==> src/rtl/adc_acq_sequencer.sv <==
// rtl/adc_acq_sequencer.sv - ADC conversion sequencer packing samples into AXI4-Stream frames
// Optional busy watchdog with extra timeout port: define ADC_ACQ_BUSY_TIMEOUT_EN.
module adc_acq_sequencer #(
  parameter int DATA_W         = 32,
  parameter int CNV_CYCLES     = 2,
  parameter int MIN_PERIOD     = 16,
  parameter int TIMEOUT_CYCLES = 1024
) (
  input  logic              aclk,
  input  logic              aresetn,
  input  logic              start,
  input  logic              abort,
  input  logic [31:0]       cfg_period,
  input  logic [15:0]       cfg_samples,
  input  logic [15:0]       cfg_frames,
  input  logic              cfg_continuous,
  input  logic              busy,
  input  logic [DATA_W-1:0] s_sample_data,
  input  logic              s_sample_valid,
  output logic              cnv,
  output logic [DATA_W-1:0] m_axis_tdata,
  output logic              m_axis_tvalid,
  input  logic              m_axis_tready,
  output logic              m_axis_tlast,
  output logic              running,
  output logic              done,
  output logic              overrun,
  output logic              skipped,
`ifdef ADC_ACQ_BUSY_TIMEOUT_EN
  output logic              timeout,
`endif
  output logic [15:0]       frame_count
);

  typedef enum logic [1:0] {IDLE, RUN, DRAIN} state_t;
  state_t state;

  logic        busy_meta, busy_s;
  logic [31:0] period_q, total_q, issued, tmr;
  logic [15:0] samples_q, idx, cnv_cnt;
  logic        cont_q, aborted_q;
  logic [1:0]  cnv_hist;
  logic        accept, tick, more, issue, quiet, cfg_ok, load, busy_clear;
  logic [31:0] eff_period;

  assign accept     = m_axis_tvalid & m_axis_tready;
  assign tick       = (state == RUN) && (tmr == 32'd0);
  assign more       = cont_q || (issued < total_q);
  assign issue      = tick && !busy_s && more && !abort;
  // cnv plus two cycles of history covers the busy synchronizer latency
  assign quiet      = !cnv && (cnv_hist == 2'b00);
  assign load       = (state != IDLE) && s_sample_valid && (!m_axis_tvalid || accept);
  assign cfg_ok     = (cfg_samples != 16'd0) && (cfg_continuous || (cfg_frames != 16'd0));
  assign eff_period = (cfg_period < 32'(MIN_PERIOD)) ? 32'(MIN_PERIOD) : cfg_period;
  assign running    = (state != IDLE);

`ifdef ADC_ACQ_BUSY_TIMEOUT_EN
  logic        wd_on, wd_rose;
  logic [31:0] wd_cnt;
  assign busy_clear = !busy_s || timeout;
`else
  assign busy_clear = !busy_s;
`endif

  always_ff @(posedge aclk or negedge aresetn) begin
    if (!aresetn) begin
      state         <= IDLE;
      busy_meta     <= 1'b0;
      busy_s        <= 1'b0;
      period_q      <= 32'd0;
      total_q       <= 32'd0;
      issued        <= 32'd0;
      tmr           <= 32'd0;
      samples_q     <= 16'd0;
      idx           <= 16'd0;
      cnv_cnt       <= 16'd0;
      cont_q        <= 1'b0;
      aborted_q     <= 1'b0;
      cnv_hist      <= 2'b00;
      cnv           <= 1'b0;
      m_axis_tdata  <= '0;
      m_axis_tvalid <= 1'b0;
      m_axis_tlast  <= 1'b0;
      done          <= 1'b0;
      overrun       <= 1'b0;
      skipped       <= 1'b0;
      frame_count   <= 16'd0;
`ifdef ADC_ACQ_BUSY_TIMEOUT_EN
      timeout       <= 1'b0;
      wd_on         <= 1'b0;
      wd_rose       <= 1'b0;
      wd_cnt        <= 32'd0;
`endif
    end else begin
      busy_meta <= busy;
      busy_s    <= busy_meta;
      done      <= 1'b0;
      cnv_hist  <= {cnv_hist[0], cnv};

      if (cnv) begin
        if (cnv_cnt == 16'd0) cnv <= 1'b0;
        else                  cnv_cnt <= cnv_cnt - 16'd1;
      end

      case (state)
        IDLE: begin
          if (start && !abort && cfg_ok) begin
            state       <= RUN;
            period_q    <= eff_period;
            samples_q   <= cfg_samples;
            cont_q      <= cfg_continuous;
            total_q     <= 32'(cfg_samples) * 32'(cfg_frames);
            issued      <= 32'd0;
            tmr         <= 32'd0;
            idx         <= 16'd0;
            frame_count <= 16'd0;
            overrun     <= 1'b0;
            skipped     <= 1'b0;
            aborted_q   <= 1'b0;
`ifdef ADC_ACQ_BUSY_TIMEOUT_EN
            timeout     <= 1'b0;
            wd_on       <= 1'b0;
`endif
          end
        end
        RUN: begin
          tmr <= (tmr == period_q - 32'd1) ? 32'd0 : tmr + 32'd1;
          if (issue) begin
            cnv     <= 1'b1;
            cnv_cnt <= 16'(CNV_CYCLES - 1);
            issued  <= issued + 32'd1;
          end
          if (tick && busy_s && more && !abort) skipped <= 1'b1;
          if (abort) begin
            aborted_q <= 1'b1;
            state     <= DRAIN;
          end else if (!more) begin
            state <= DRAIN;
          end
        end
        DRAIN: begin
          if (!m_axis_tvalid && quiet && busy_clear) begin
            state <= IDLE;
            done  <= 1'b1;
          end
        end
        default: state <= IDLE;
      endcase

      if (load) begin
        m_axis_tdata  <= s_sample_data;
        m_axis_tvalid <= 1'b1;
        m_axis_tlast  <= (idx == samples_q - 16'd1);
        idx           <= (idx == samples_q - 16'd1) ? 16'd0 : idx + 16'd1;
      end else if (accept) begin
        m_axis_tvalid <= 1'b0;
        m_axis_tlast  <= 1'b0;
      end else if (state == DRAIN && aborted_q && m_axis_tvalid && quiet && !busy_s) begin
        // no conversion left in flight: the held beat closes the aborted frame
        m_axis_tlast <= 1'b1;
      end

      if (accept && m_axis_tlast) frame_count <= frame_count + 16'd1;
      if (state != IDLE && s_sample_valid && m_axis_tvalid && !accept) overrun <= 1'b1;

`ifdef ADC_ACQ_BUSY_TIMEOUT_EN
      if (issue) begin
        wd_on   <= 1'b1;
        wd_rose <= 1'b0;
        wd_cnt  <= 32'd0;
      end else if (wd_on && state != IDLE) begin
        if (busy_s) wd_rose <= 1'b1;
        if (wd_rose && !busy_s) begin
          wd_on <= 1'b0;
        end else if (wd_cnt == 32'(TIMEOUT_CYCLES - 1)) begin
          wd_on   <= 1'b0;
          timeout <= 1'b1;
          if (state == RUN) state <= DRAIN;
        end else begin
          wd_cnt <= wd_cnt + 32'd1;
        end
      end
`endif
    end
  end

endmodule

==> config.mk <==
export PLATFORM = sky130hd
export DESIGN_NAME = adc_acq_sequencer
export DESIGN_NICKNAME = d
export VERILOG_FILES = /design/src/rtl/adc_acq_sequencer.sv
export SDC_FILE = /design/constraint.sdc
export NUM_CORES = 1
export LEC_CHECK = 0
export BUFFER_PORTS_ARGS = -buffer_cell sky130_fd_sc_hd__buf_2
export CORE_UTILIZATION = 40
export CTS_BUF_LIST = sky130_fd_sc_hd__clkbuf_4 sky130_fd_sc_hd__clkbuf_8
export DETAILED_ROUTE_END_ITERATION = 7
export HOLD_SLACK_MARGIN = 0.15
export PLACE_DENSITY = 0.57
export SETUP_SLACK_MARGIN = 0.3
export SLEW_MARGIN = 30
export SYNTH_ARGS = -nofsm -noshare
export SYNTH_HDL_FRONTEND = slang
export SYNTH_SLANG_ARGS = --single-unit
==> constraint.sdc <==
create_clock -name aclk -period 3.5 [get_ports aclk]
set_input_delay 0.35 -clock aclk [delete_from_list [all_inputs] [get_ports aclk]]
set_output_delay 0.35 -clock aclk [all_outputs]
set_load 0.01 [all_outputs]
; After elaboration in Yosys (flattened, before gate mapping)
; Cells that the tools add are included.
[totals]
register_bits = 238
latchBits = 0
ramBits = 0
mem_bits_ro = 0
out_inout_bits = 55
mem_count = 0
[classes]
add_sub_neg = 7
n_mul = 1
div = 0
order_cmp = 2
eq_ne = 10
n_shift = 0
mux = 38
n_bitwise = 1
n_reduce_logical = 55
[ops]
columns = cell, count
row1 = $mux 16, 9
row2 = $mux 32, 4
row3 = $pmux 32 s2, 2
row4 = $add 32x1->32 const B, 2
row5 = $add 16x1->16 const B, 2
row6 = $eq 32x32->1, 1
row7 = $logic_not 32->1, 1
row8 = $lt 32x32->1, 1
row9 = $lt 32x5->1 const B, 1
row10 = $mul 16x16->32, 1
row11 = $reduce_bool 16->1, 2
row12 = $sub 16x1->16 const B, 2
row13 = $sub 32x1->32 const B, 1
row14 = $logic_and 1x1->1, 22
row15 = $reduce_bool 2->1, 9
row16 = $eq 16x16->1, 1
row17 = $logic_not 16->1, 1
row18 = $mux 1, 16
row19 = $reduce_and 3->1, 4
row20 = $reduce_and 2->1, 5
row21 = $mux 2, 4
row22 = $ne 2x2->1 const B, 4
row23 = $pmux 2 s3, 1
row24 = $logic_not 1->1, 5
row25 = other kinds (9), 13

; Depth between registers and ports, before layout
; Gate-level depths: netlist of the first run.
[depth]
ltp_word = 8
ltp_mapped = 25
mapped_depth_nobuf = 23

; Least setup slack after synthesis of the first run
; Ideal clock, no wire load.
[synth_path]
path_kind = input -> register
start = input port cfg_samples[10]
end = register total_q[26]
setup_ns = 0.136
arrival_ns = 6.040
slack_ns = -2.676
stages = 21
path_cell_list = clkbuf_1 > nand2_1 > fa_1 > fa_1 > fa_1 > fa_1 > inv_1 > fa_1 > inv_1 > fa_1 > inv_1 > ha_1 > a21o_1 > a21oi_1 > nor2b_1 > a211oi_1 > o21ai_0 > a311oi_1 > nand2b_1 > nor4b_1 > o22ai_1
[synth_between]
elab_chain_len = 4
word_cells_on_any_way = 5
[synth_rtl]
columns = item, line_no
row1 = from (decl), 14  ; input logic [15:0] cfg_samples,
row2 = branches (longest 4 deep; another with $mul 16x16->32), -
row3 = to (signal assigned), 112  ; total_q <= 32'(cfg_samples) * 32'(cfg_frames);
row4 = to (decl), 39  ; logic [31:0] period_q, total_q, issued, tmr;
; Parallel ways; which one is timed is not known.
; A chain may end at the register's enable or synchronous reset.

; Worst setup path after layout of the first run
[layout_path]
start = input port cfg_samples[7]
end = register total_q[30]
; Same word-level chain as after synthesis.

==> results of run 1 <==
logic make-up (layout without fill, tap and decap cells):
family,after synthesis,in the layout,share of synthesized area
AND/OR/NAND/NOR,955,956,0.2183
buffers and inverters,413,853,0.07369
adder cells (fa/ha/maj),338,338,0.2641
AO/OA/AOI/OAI,321,321,0.09514
flip-flops,238,238,0.2766
XOR/XNOR,120,120,0.04882
multiplexers,46,46,0.02336
sequential cells by signal, summed over array words and instances, names as in the netlist, 2 cells and up:
signal        cells
idx              16
cnv_hist          2
state             2
tmr              32
samples_q        16
issued           32
period_q         32
cnv_cnt          16
total_q          32
m_axis_tdata     32
frame_count      16
area by class of cell:
| type | count | area [sq um] | share of cell area |
|---|---|---|---|
| Inverter | 300 | 1129 | 0.04037 |
| Clock buffer | 57 | 721.9 | 0.02583 |
| Timing Repair Buffer | 483 | 3978 | 0.1423 |
| Clock inverter | 13 | 100.1 | 0.003581 |
| Multi-Input combinational cell | 1781 | 15210 | 0.5440 |
| Sequential cell | 238 | 5958 | 0.2131 |
| Tap cell | 688 | 860.8 | 0.03079 |
cells in the mapped netlist (all sizes together), types with 37 or more instances:
library cell / n / area (sq um)
o21ai: 115 / 583.1
nor4: 41 / 262.8
nand3: 49 / 245.2
nand2: 416 / 1562
xor2: 48 / 420.4
inv: 299 / 1122
xnor2: 72 / 630.6
a21oi: 52 / 260.3
ha: 144 / 1802
nor3: 37 / 185.2
clkbuf: 95 / 356.6
dfrtp: 238 / 5956
and2: 118 / 738.2
fa: 194 / 3884
nor2: 99 / 371.6
worst max-delay path, cell delays in order:
cell      delay (ns)
buf_12          0.11
buf_6           0.11
and2_4          0.13
fa_1            0.52
inv_2           0.04
fa_2            0.44
fa_2            0.55
inv_2           0.04
fa_1            0.44
fa_1            0.49
inv_1           0.05
fa_1            0.48
inv_2           0.04
ha_4            0.28
nand4_1         0.17
a21oi_2         0.17
a211oi_2        0.08
buf_4           0.16
o21ai_4         0.22
a31oi_4         0.12
a211oi_2        0.25
o21ai_1         0.08
a31o_2          0.22
per-stage QoR:
| step | setup slack, ns | TNS, ns | cells |
|---|---|---|---|
| 6_report | -1.613 | -30.75 | 3560 |
| 2_1_floorplan | -2.058 | -36.07 | 2431 |
| 3_5_place_dp | -2.462 | -50.36 | 3379 |
| 4_1_cts | -1.585 | -29.27 | 3537 |
| 3_3_place_gp | -2.385 | -48.78 | 3379 |
| 5_1_grt | -1.838 | -34.92 | 3560 |
metal layers:
metal	track usage	vias up	wire length, microns
met5	0	-	0
met4	0.05783	0	1384
met2	0.3721	378	28900
met3	0.02468	101	2207
met1	0.2738	9079	25220
li1	-	8877	-
worst max-delay path by stage:
stage	start	slack, ns	to
final	cfg_samples[7]	-1.61	total_q[30]$_DFFE_PN0P_
after global routing	cfg_samples[7]	-1.84	total_q[31]$_DFFE_PN0P_
after CTS	cfg_samples[7]	-1.58	total_q[30]$_DFFE_PN0P_
after detailed placement	cfg_samples[6]	-2.46	total_q[30]$_DFFE_PN0P_
after global placement	cfg_samples[7]	-2.39	total_q[30]$_DFFE_PN0P_
after floorplan	cfg_frames[6]	-2.06	total_q[30]$_DFFE_PN0P_
timing repair:
action / in CTS / in global routing
hold endpoints to repair: 155 / 0
pin swaps: 83 / 91
cloned: 2 / 5
gates resized for setup: 214 / 137
buffers inserted: 17 / 18
hold buffers: 69 / 0
endpoints found under the setup margin: 71 / 90
power by group through the flow:
stage	Combinational (mW)	Clock [mW]	Sequential, mW
2_1_floorplan	11.4	0	4.23
3_3_place_gp	17.0	0	4.30
3_5_place_dp	17.3	0	4.33
4_1_cts	20.3	2.69	4.29
5_1_grt	24.0	2.80	4.43
6_report	21.8	2.59	4.31
==> results by group, run 1 <==
Floorplan
  – Die Wd: 234 microns
  – Initial Util: 0.4072
  – Core Area: 52,870 sq um
  – Die area: 54,760 sq um
  – Die H: 234 microns
  – IO Pins: 159
  – Rows: 84

Place
  – Final GP Congestion: 0.8639
  – Dpl hpwl: 43.58 mm
  – DP Area: 24,730 sq um
  – # port buffers: 158

Timing
  – Final worst clock skew: 0.02417 ns
  – Max-slew violation count: 0
  – Unrepaired setup endpoints after global routing: true
  – Fin crit share: 1.461
  – Fin Hold WS: 0.1715 ns
  – Tmin final: 5.113 ns
  – Final worst-path setup slack: -1.613 ns
  – Measured slew at the worst slew-check pin: 0.7146 ns
  – Final setup viols: 24
  – Max Fclk: 0.1956 GHz
  – Final Hold Viols: 0
  – Rel. slew slack: 0.5236

Power and ir drop
  – Total power: 28.66 mW
  – Clock power share: 0.090
  – Reg power frac: 0.151
  – Internal: 16.13 mW
  – Peak supply drop: 882.8 uV
  – Switching power total: 12.53 mW
  – Comb power frac: 0.759
  – Switching share of total power: 0.4372
  – P_leak: 13.40 nW
  – Pwr per Cell Area: 1025 nW/um^2

GRT
  – Initial antenna violation count: 0
  – Largest net degree at the start of global routing: 91
  – First-pass GRT wire length: 94.31 mm
  – Vias in the first global route: 18,900
  – GRT Overall Usage: 0.2118
  – GRT Residual Overflow: 0

Run
  – Max-cap violations: 0

Logic synthesis
  – Syn nets: 2,873
  – Cell Area, Synth: 21,530 sq um
  – Yosys cell types: 75
  – Fraction of registers with async set or reset after synthesis: 1.000
  – Count of warnings emitted by yosys: 0
  – Number of synthesized flops with an enable pin: 0
  – Sequential fraction of the synthesis area: 0.2766
  – Yosys reg bits: 238
  – Syn Area/Cell: 8.856 sq um
  – Ys flop type: dfrtp_1
  – Cells after synthesis: 2,431

CTS
  – Clock transition at the registers of the reported paths: 0.06 ns
  – CTS Sinks: 238
  – Worst skew pair latency: 0.58 ns
  – CTS tree: yes
  – Max clock buf depth: 3
  – CTS Buf Count: 41
  – H-tree Lvls: 2
  – Clk root buf: clkbuf_8

Worst setup path
  – Flop2flop setup slack: 0.06 ns
  – Critical R2R Launch: period_q[14]$_DFFE_PN0P_
  – Crit path max fanout: 5
  – Reg2Reg Depth: 9
  – Crit. End Element: flop
  – WS Path Type: input pin to flop
  – CP Launch Type: input pin
  – Worst EP arrival: 5.57 ns
  – Reg2reg end: tmr[24]$_DFFE_PN0P_
  – Worst Path Required: 3.96 ns

Hold path
  – Hold path depth: 4
  – Min-Delay Startpoint: cfg_samples[6]
  – Hold EP: samples_q[6]$_DFFE_PN0P_
  – Hold/Removal Path Class: input pin to flop

Routing
  – Routed Antenna Nets: 0
  – Routed len/inst: 16.21 microns
  – Drt via density: 5.178
  – Residual DRC: 5
  – DR vias: 18,440
  – DR iter-0 viols: 874
  – DRT Pass-1 Iters: 8
  – Routed Wire Length: 57.71 mm

Final layout
  – Final net count: 3,287
  – Most frequent cells in the layout: nand2_1, inv_1, dfrtp_1
  – Antenna Cells: 0
  – Finished Core Util: 0.5288
  – Commonest non-fill, non-tap cell in the layout: nand2_1
  – Layout cells sized above 1: 0.2636
  – Final Instance Area: 27,950 sq um
  – Layout area overhead: 29.84%
  – # fillers: 4,822

Outcome
  – Violated checks: DRC, setup timing
  – Status: finished with violations
No activity file was read; power rests on OpenSTA's default activity.
==> inputs of run 2 (changes only) <==
==> constraint.sdc (replaced) <==
create_clock -name aclk -period 3.5 [get_ports aclk]
set_input_delay 0.7 -clock aclk [delete_from_list [all_inputs] [get_ports aclk]]
set_output_delay 0.7 -clock aclk [all_outputs]
set_load 0.01 [all_outputs]
==> run 2 against run 1 <==
Effect of this change:
- the flow still finishes with violations (DRC, setup timing)
- non-clock buffer count fell by 53
- first-iteration DRC count increased by 8.0%
- combinational power about the same
- cell count shrank 1.3%
- routed wire length grew 2.3%
- total power is 1.2% higher
==> results by group, run 2 (same netlist as run 1, synthesis figures left out) <==
Floorplan
  – Initial Util: 0.4072
  – Die area: 54,760 sq um
  – Die Wd: 234 microns
  – Die H: 234 microns
  – Core Area: 52,870 sq um
  – IO Pins: 159
  – Rows: 84

Final layout
  – # fillers: 4,909
  – Most frequent cells in the layout: nand2_1, inv_1, dfrtp_1
  – Layout area overhead: 28.23%
  – Register area: 5957 sq um
  – Antenna Cells: 0
  – Final net count: 3,237
  – Commonest non-fill, non-tap cell in the layout: nand2_1
  – Multi-input logic area: 15,360 sq um
  – Layout cells sized above 1: 0.2784

Timing
  – Tmin final: 5.601 ns
  – Unrepaired setup endpoints after global routing: true
  – Final Hold Viols: 0
  – Final setup viols: 26
  – Max-slew violation count: 0
  – Fin Hold WS: 0.2105 ns
  – Final worst clock skew: 0.03082 ns
  – Final worst-path setup slack: -2.101 ns
  – Max Fclk: 0.1785 GHz
  – Rel. slew slack: 0.5681
  – Final setup TNS: -41.85 ns
  – Fin crit share: 1.600
  – Measured slew at the worst slew-check pin: 0.6478 ns

Power and ir drop
  – Peak supply drop: 1056 uV
  – Total power: 29.01 mW
  – P_leak: 13.15 nW
  – Pwr per Cell Area: 1051 nW/um^2

GRT
  – GRT Overall Usage: 0.2161
  – Initial antenna violation count: 0
  – Largest net degree at the start of global routing: 133
  – First-pass GRT wire length: 95.43 mm
  – Vias in the first global route: 18,810
  – GRT Residual Overflow: 0

Worst setup path
  – Critical-path cell list: buf_12 -> and2_4 -> fa_1 -> inv_2 -> fa_2 -> fa_1 -> fa_1 -> inv_1 -> fa_1 -> inv_1 -> fa_1 -> inv_2 -> ha_4 -> a21o_1 -> a21oi_1 -> nor2b_1 -> a211oi_2 -> o21ai_2 -> a31oi_2 -> a211oi_2 -> or3_1 -> a31o_2
  – Crit path launch: cfg_frames[4]
  – Crit. End Element: flop
  – Crit path max fanout: 6
  – Worst Path Required: 3.99 ns
  – Crit path buffers/inverters: 5
  – CP max stage delay: 0.56 ns
  – WS Path Type: input pin to flop
  – Worst EP arrival: 6.09 ns
  – Most used cell, CP: fa_1
  – Critical R2R Launch: period_q[12]$_DFFE_PN0P_
  – Slowest CP cell: fa_2
  – CP Launch Type: input pin
  – Crit path max-delay family: adder cells

Hold path
  – Hold/Removal Path Class: input pin to flop
  – Min-Delay Startpoint: busy

Routing
  – DR iter-0 viols: 944
  – Routed Wire Length: 59.05 mm
  – Residual DRC: 9
  – DRT Pass-1 Iters: 8
  – Drt via density: 5.236
  – Routed Antenna Nets: 0
  – DR vias: 18,400
  – Routed len/inst: 16.80 microns

Outcome
  – Status: finished with violations
  – Violated checks: DRC, setup timing

Place
  – Dpl hpwl: 44.95 mm
  – Final GP Congestion: 0.8547
  – # port buffers: 158

CTS
  – CTS Sinks: 238
  – H-tree Lvls: 2
  – CTS Buf Count: 44
  – Worst skew pair latency: 0.61 ns
  – Clock transition at the registers of the reported paths: 0.06 ns
  – Max clock buf depth: 3
  – Clk root buf: clkbuf_8
  – CTS tree: yes

Run
  – Max-cap violations: 0
-- run 2: where the power goes --
group | switching [mW] | internal [mW]
logic | 10.7 | 11.1
registers | 0.721 | 3.59
clock network | 1.22 | 1.63
-- run 2: cell type report --
type | count | area share
Clock buffer | 69 | 0.03100
Clock inverter | 9 | 0.002765
Inverter | 300 | 0.04088
Multi-Input combinational cell | 1781 | 0.5563
Sequential cell | 238 | 0.2158
Tap cell | 688 | 0.03118
Timing Repair Buffer | 430 | 0.1221
-- run 2: repair_timing --
action                                 CTS  global route
hold buffers                             1             0
buffers inserted                        32            14
pin swaps                              103            69
gates resized for setup                207           149
cloned                                   2             3
endpoints found under the hold margin   73             0
setup endpoints to repair               76            88
-- run 2: metal layers --
layer,global-route usage,up-vias,part of all wire
met5,0,-,0
met4,0.06412,0,0.026
met3,0.02651,95,0.038
met2,0.3815,392,0.50
met1,0.2751,9153,0.43
li1,-,8764,-
-- run 2: worst paths after layout --
check,endpoint,slack (ns),depth (start not counted)
max,total_q[30]$_DFFE_PN0P_,-2.10,22
min,busy_meta$_DFF_PN0_,0.21,1
max reg2reg,tmr[7]$_DFFE_PN0P_,0.08,11
min reg2reg,busy_s$_DFF_PN0_,0.35,0
max in group asynchronous,tmr[25]$_DFFE_PN0P_,1.95,3
min in group asynchronous,period_q[7]$_DFFE_PN0P_,0.68,2
-- run 2: worst register-to-register path: stages (launching register included) --
cell and delay, ns:
dfrtp_1 0.38, or4_4 0.56, or4_4 0.59, or4_4 0.46, o31ai_4 0.21, nand4b_1 0.19
buf_4 0.19, o21ai_4 0.20, buf_6 0.14, buf_8 0.12, o22ai_2 0.07, a21o_1 0.19
-- run 2: per-stage QoR --
step | worst slack (ns) | utilization | instances | instance area, sq um
3_5_place_dp | -2.913 | 0.4700 | 3385 | 24850
4_1_cts | -2.055 | 0.5072 | 3498 | 26810
6_report | -2.101 | 0.5222 | 3515 | 27610
5_1_grt | -2.227 | 0.5222 | 3515 | 27610
2_1_floorplan | -2.408 | - | 2431 | 22200
3_3_place_gp | -2.764 | 0.4700 | 3385 | 24850
==> inputs of run 3 (changes only) <==
Settings changed: BUFFER_PORTS_ARGS -buffer_cell sky130_fd_sc_hd__buf_2 to default, DONT_BUFFER_PORTS from default to 1, PLACE_DENSITY 0.57 to 0.54.
==> run 3 against run 2 <==
Effect of this change:
- the flow finishes with violations (DRC, hold timing, setup timing)
- highest routed layer unchanged
- global-route usage down 0.21 points
- flip-flop and latch count unchanged
- design area down 7.5%
- clock-buffer cell count up 1
- setup slack better by 0.32 ns
- critical path depth down 1
- clock power up 5%
- register-to-register slack better by 0.02 ns
- largest power group unchanged
- sequential power up 3%
- combinational power down 10%
- via count down 6.4%
==> results by group, run 3 (same netlist as run 1, synthesis figures left out) <==
Outcome
  – Status: finished with violations
  – Violated checks: DRC, hold timing, setup timing

Floorplan
  – Die Wd: 234 microns
  – Initial Util: 0.4072
  – Die area: 54,760 sq um
  – Core Area: 52,870 sq um
  – Rows: 84
  – IO Pins: 159
  – Die H: 234 microns

Place
  – Placed Instances: 3,143
  – Pre-CTS setup slack: -2.545 ns
  – Final GP Congestion: 0.8624
  – Dpl hpwl: 41.95 mm
  – DP Area: 23,390 sq um
  – # port buffers: 0

Final layout
  – Final net count: 2,982
  – Commonest non-fill, non-tap cell in the layout: nand2_1
  – # fillers: 4,977
  – Final Instance Area: 25,530 sq um
  – Most frequent cells in the layout: nand2_1, inv_1, dfrtp_1
  – Layout cells sized above 1: 0.1831
  – Finished Core Util: 0.4829
  – Antenna Cells: 0
  – Fin cells: 3,260
  – Layout area overhead: 18.57%

Worst setup path
  – Crit path launch: cfg_frames[10]
  – Crit path max fanout: 17
  – CP max stage delay: 0.54 ns
  – Most used cell, CP: fa_1
  – Worst EP arrival: 5.76 ns
  – Crit path max-delay family: adder cells
  – Critical R2R Launch: period_q[0]$_DFFE_PN0P_
  – WS Path Type: input pin to flop
  – Crit path buffers/inverters: 5
  – Critical-path cell list: and2_1 -> fa_1 -> inv_1 -> fa_1 -> inv_1 -> fa_1 -> fa_2 -> fa_1 -> inv_1 -> fa_1 -> inv_2 -> ha_4 -> a21o_1 -> a21o_1 -> a21oi_2 -> o21ai_2 -> buf_6 -> a31oi_4 -> a211oi_2 -> or3_1 -> a31o_2
  – Worst Path Required: 3.98 ns
  – Crit. End Element: flop
  – Slowest CP cell: fa_1
  – CP Launch Type: input pin

CTS
  – CTS Sinks: 238
  – CTS tree: yes
  – Clk root buf: clkbuf_8
  – Clock transition at the registers of the reported paths: 0.06 ns
  – Max clock buf depth: 3
  – CTS Buf Count: 46
  – Hold_buf cts: 10
  – Worst skew pair latency: 0.62 ns
  – H-tree Lvls: 2

Timing
  – Final worst-path setup slack: -1.778 ns
  – Measured slew at the worst slew-check pin: 0.5439 ns
  – Unrepaired setup endpoints after global routing: true
  – Fin Hold WS: -0.2070 ns
  – Final Hold Viols: 238
  – Fin crit share: 1.508
  – Max Fclk: 0.1895 GHz
  – Final setup viols: 24
  – Final setup TNS: -33.85 ns
  – Max-slew violation count: 0
  – Tmin final: 5.278 ns
  – Rel. slew slack: 0.6374
  – Final worst clock skew: 0.04037 ns

Run
  – Max-cap violations: 0

Routing
  – DR iter-0 viols: 842
  – DR vias: 17,220
  – Residual DRC: 10
  – Routed Wire Length: 57.40 mm
  – Drt via density: 5.283
  – DRT Pass-1 Iters: 8
  – Routed len/inst: 17.61 microns
  – Routed Antenna Nets: 0

GRT
  – GRT Overall Usage: 0.2140
  – Largest net degree at the start of global routing: 239
  – Vias in the first global route: 18,070
  – Initial antenna violation count: 0
  – GRT Residual Overflow: 0
  – First-pass GRT wire length: 93.94 mm

Power and ir drop
  – Peak supply drop: 821.8 uV
  – Pwr per Cell Area: 1063 nW/um^2
  – P_leak: 11.90 nW
  – Total power: 27.15 mW

Hold path
  – Hold/Removal Path Class: input pin to async pin
-- run 3: path summary, 6_finish.rpt --
kind,end,slack (ns),cells past startpoint
max,total_q[30]$_DFFE_PN0P_,-1.78,21
min,period_q[11]$_DFFE_PN0P_,-0.21,0
max reg2reg,tmr[29]$_DFFE_PN0P_,0.10,10
min reg2reg,busy_s$_DFF_PN0_,0.35,0
max in group asynchronous,samples_q[0]$_DFFE_PN0P_,3.21,0
min in group aclk,period_q[6]$_DFFE_PN0P_,0.20,2
-- run 3: metal layers --
layer  GRT usage  share of wire  vias up  routed length [microns]
met2      0.3638           0.49      321                    27910
met1      0.2851           0.46     8591                    26310
met3     0.02554          0.034       66                     1952
met4     0.06250          0.021        0                     1223
met5           0              0        -                        0
li1            -              -     8243                        -
-- run 3: power by group --
part / total [mW] / internal [mW] / switching [mW]
clock network: 2.99 / 1.75 / 1.24
registers: 4.45 / 3.59 / 0.860
logic: 19.7 / 10.1 / 9.63
-- run 3: worst register-to-register path: stages (launching register included) --
cell,delay [ns]
dfrtp_1,0.41
or4_4,0.53
or4_4,0.59
or4_4,0.46
o31ai_4,0.21
nand4b_1,0.18
buf_4,0.19
o21ai_4,0.23
buf_6,0.15
o22ai_2,0.05
mux2_4,0.26
-- run 3: area by class of cell --
class	instances	area (sq um)	area share
clock buffers	70	882.1	0.03456
clock inverters	10	108.9	0.004264
inverters	300	1129	0.04421
flip-flops and latches	238	5958	0.2334
multi-input cells	1781	15090	0.5913
repair buffers	173	1494	0.05852
well taps	688	860.8	0.03372
-- run 3: timing repair --
item,in CTS,in global routing
resized for setup,100,100
endpoints found under the hold margin,248,238
pin swaps,66,70
setup buffers,14,8
endpoints found under the setup margin,79,92
cloned,3,2
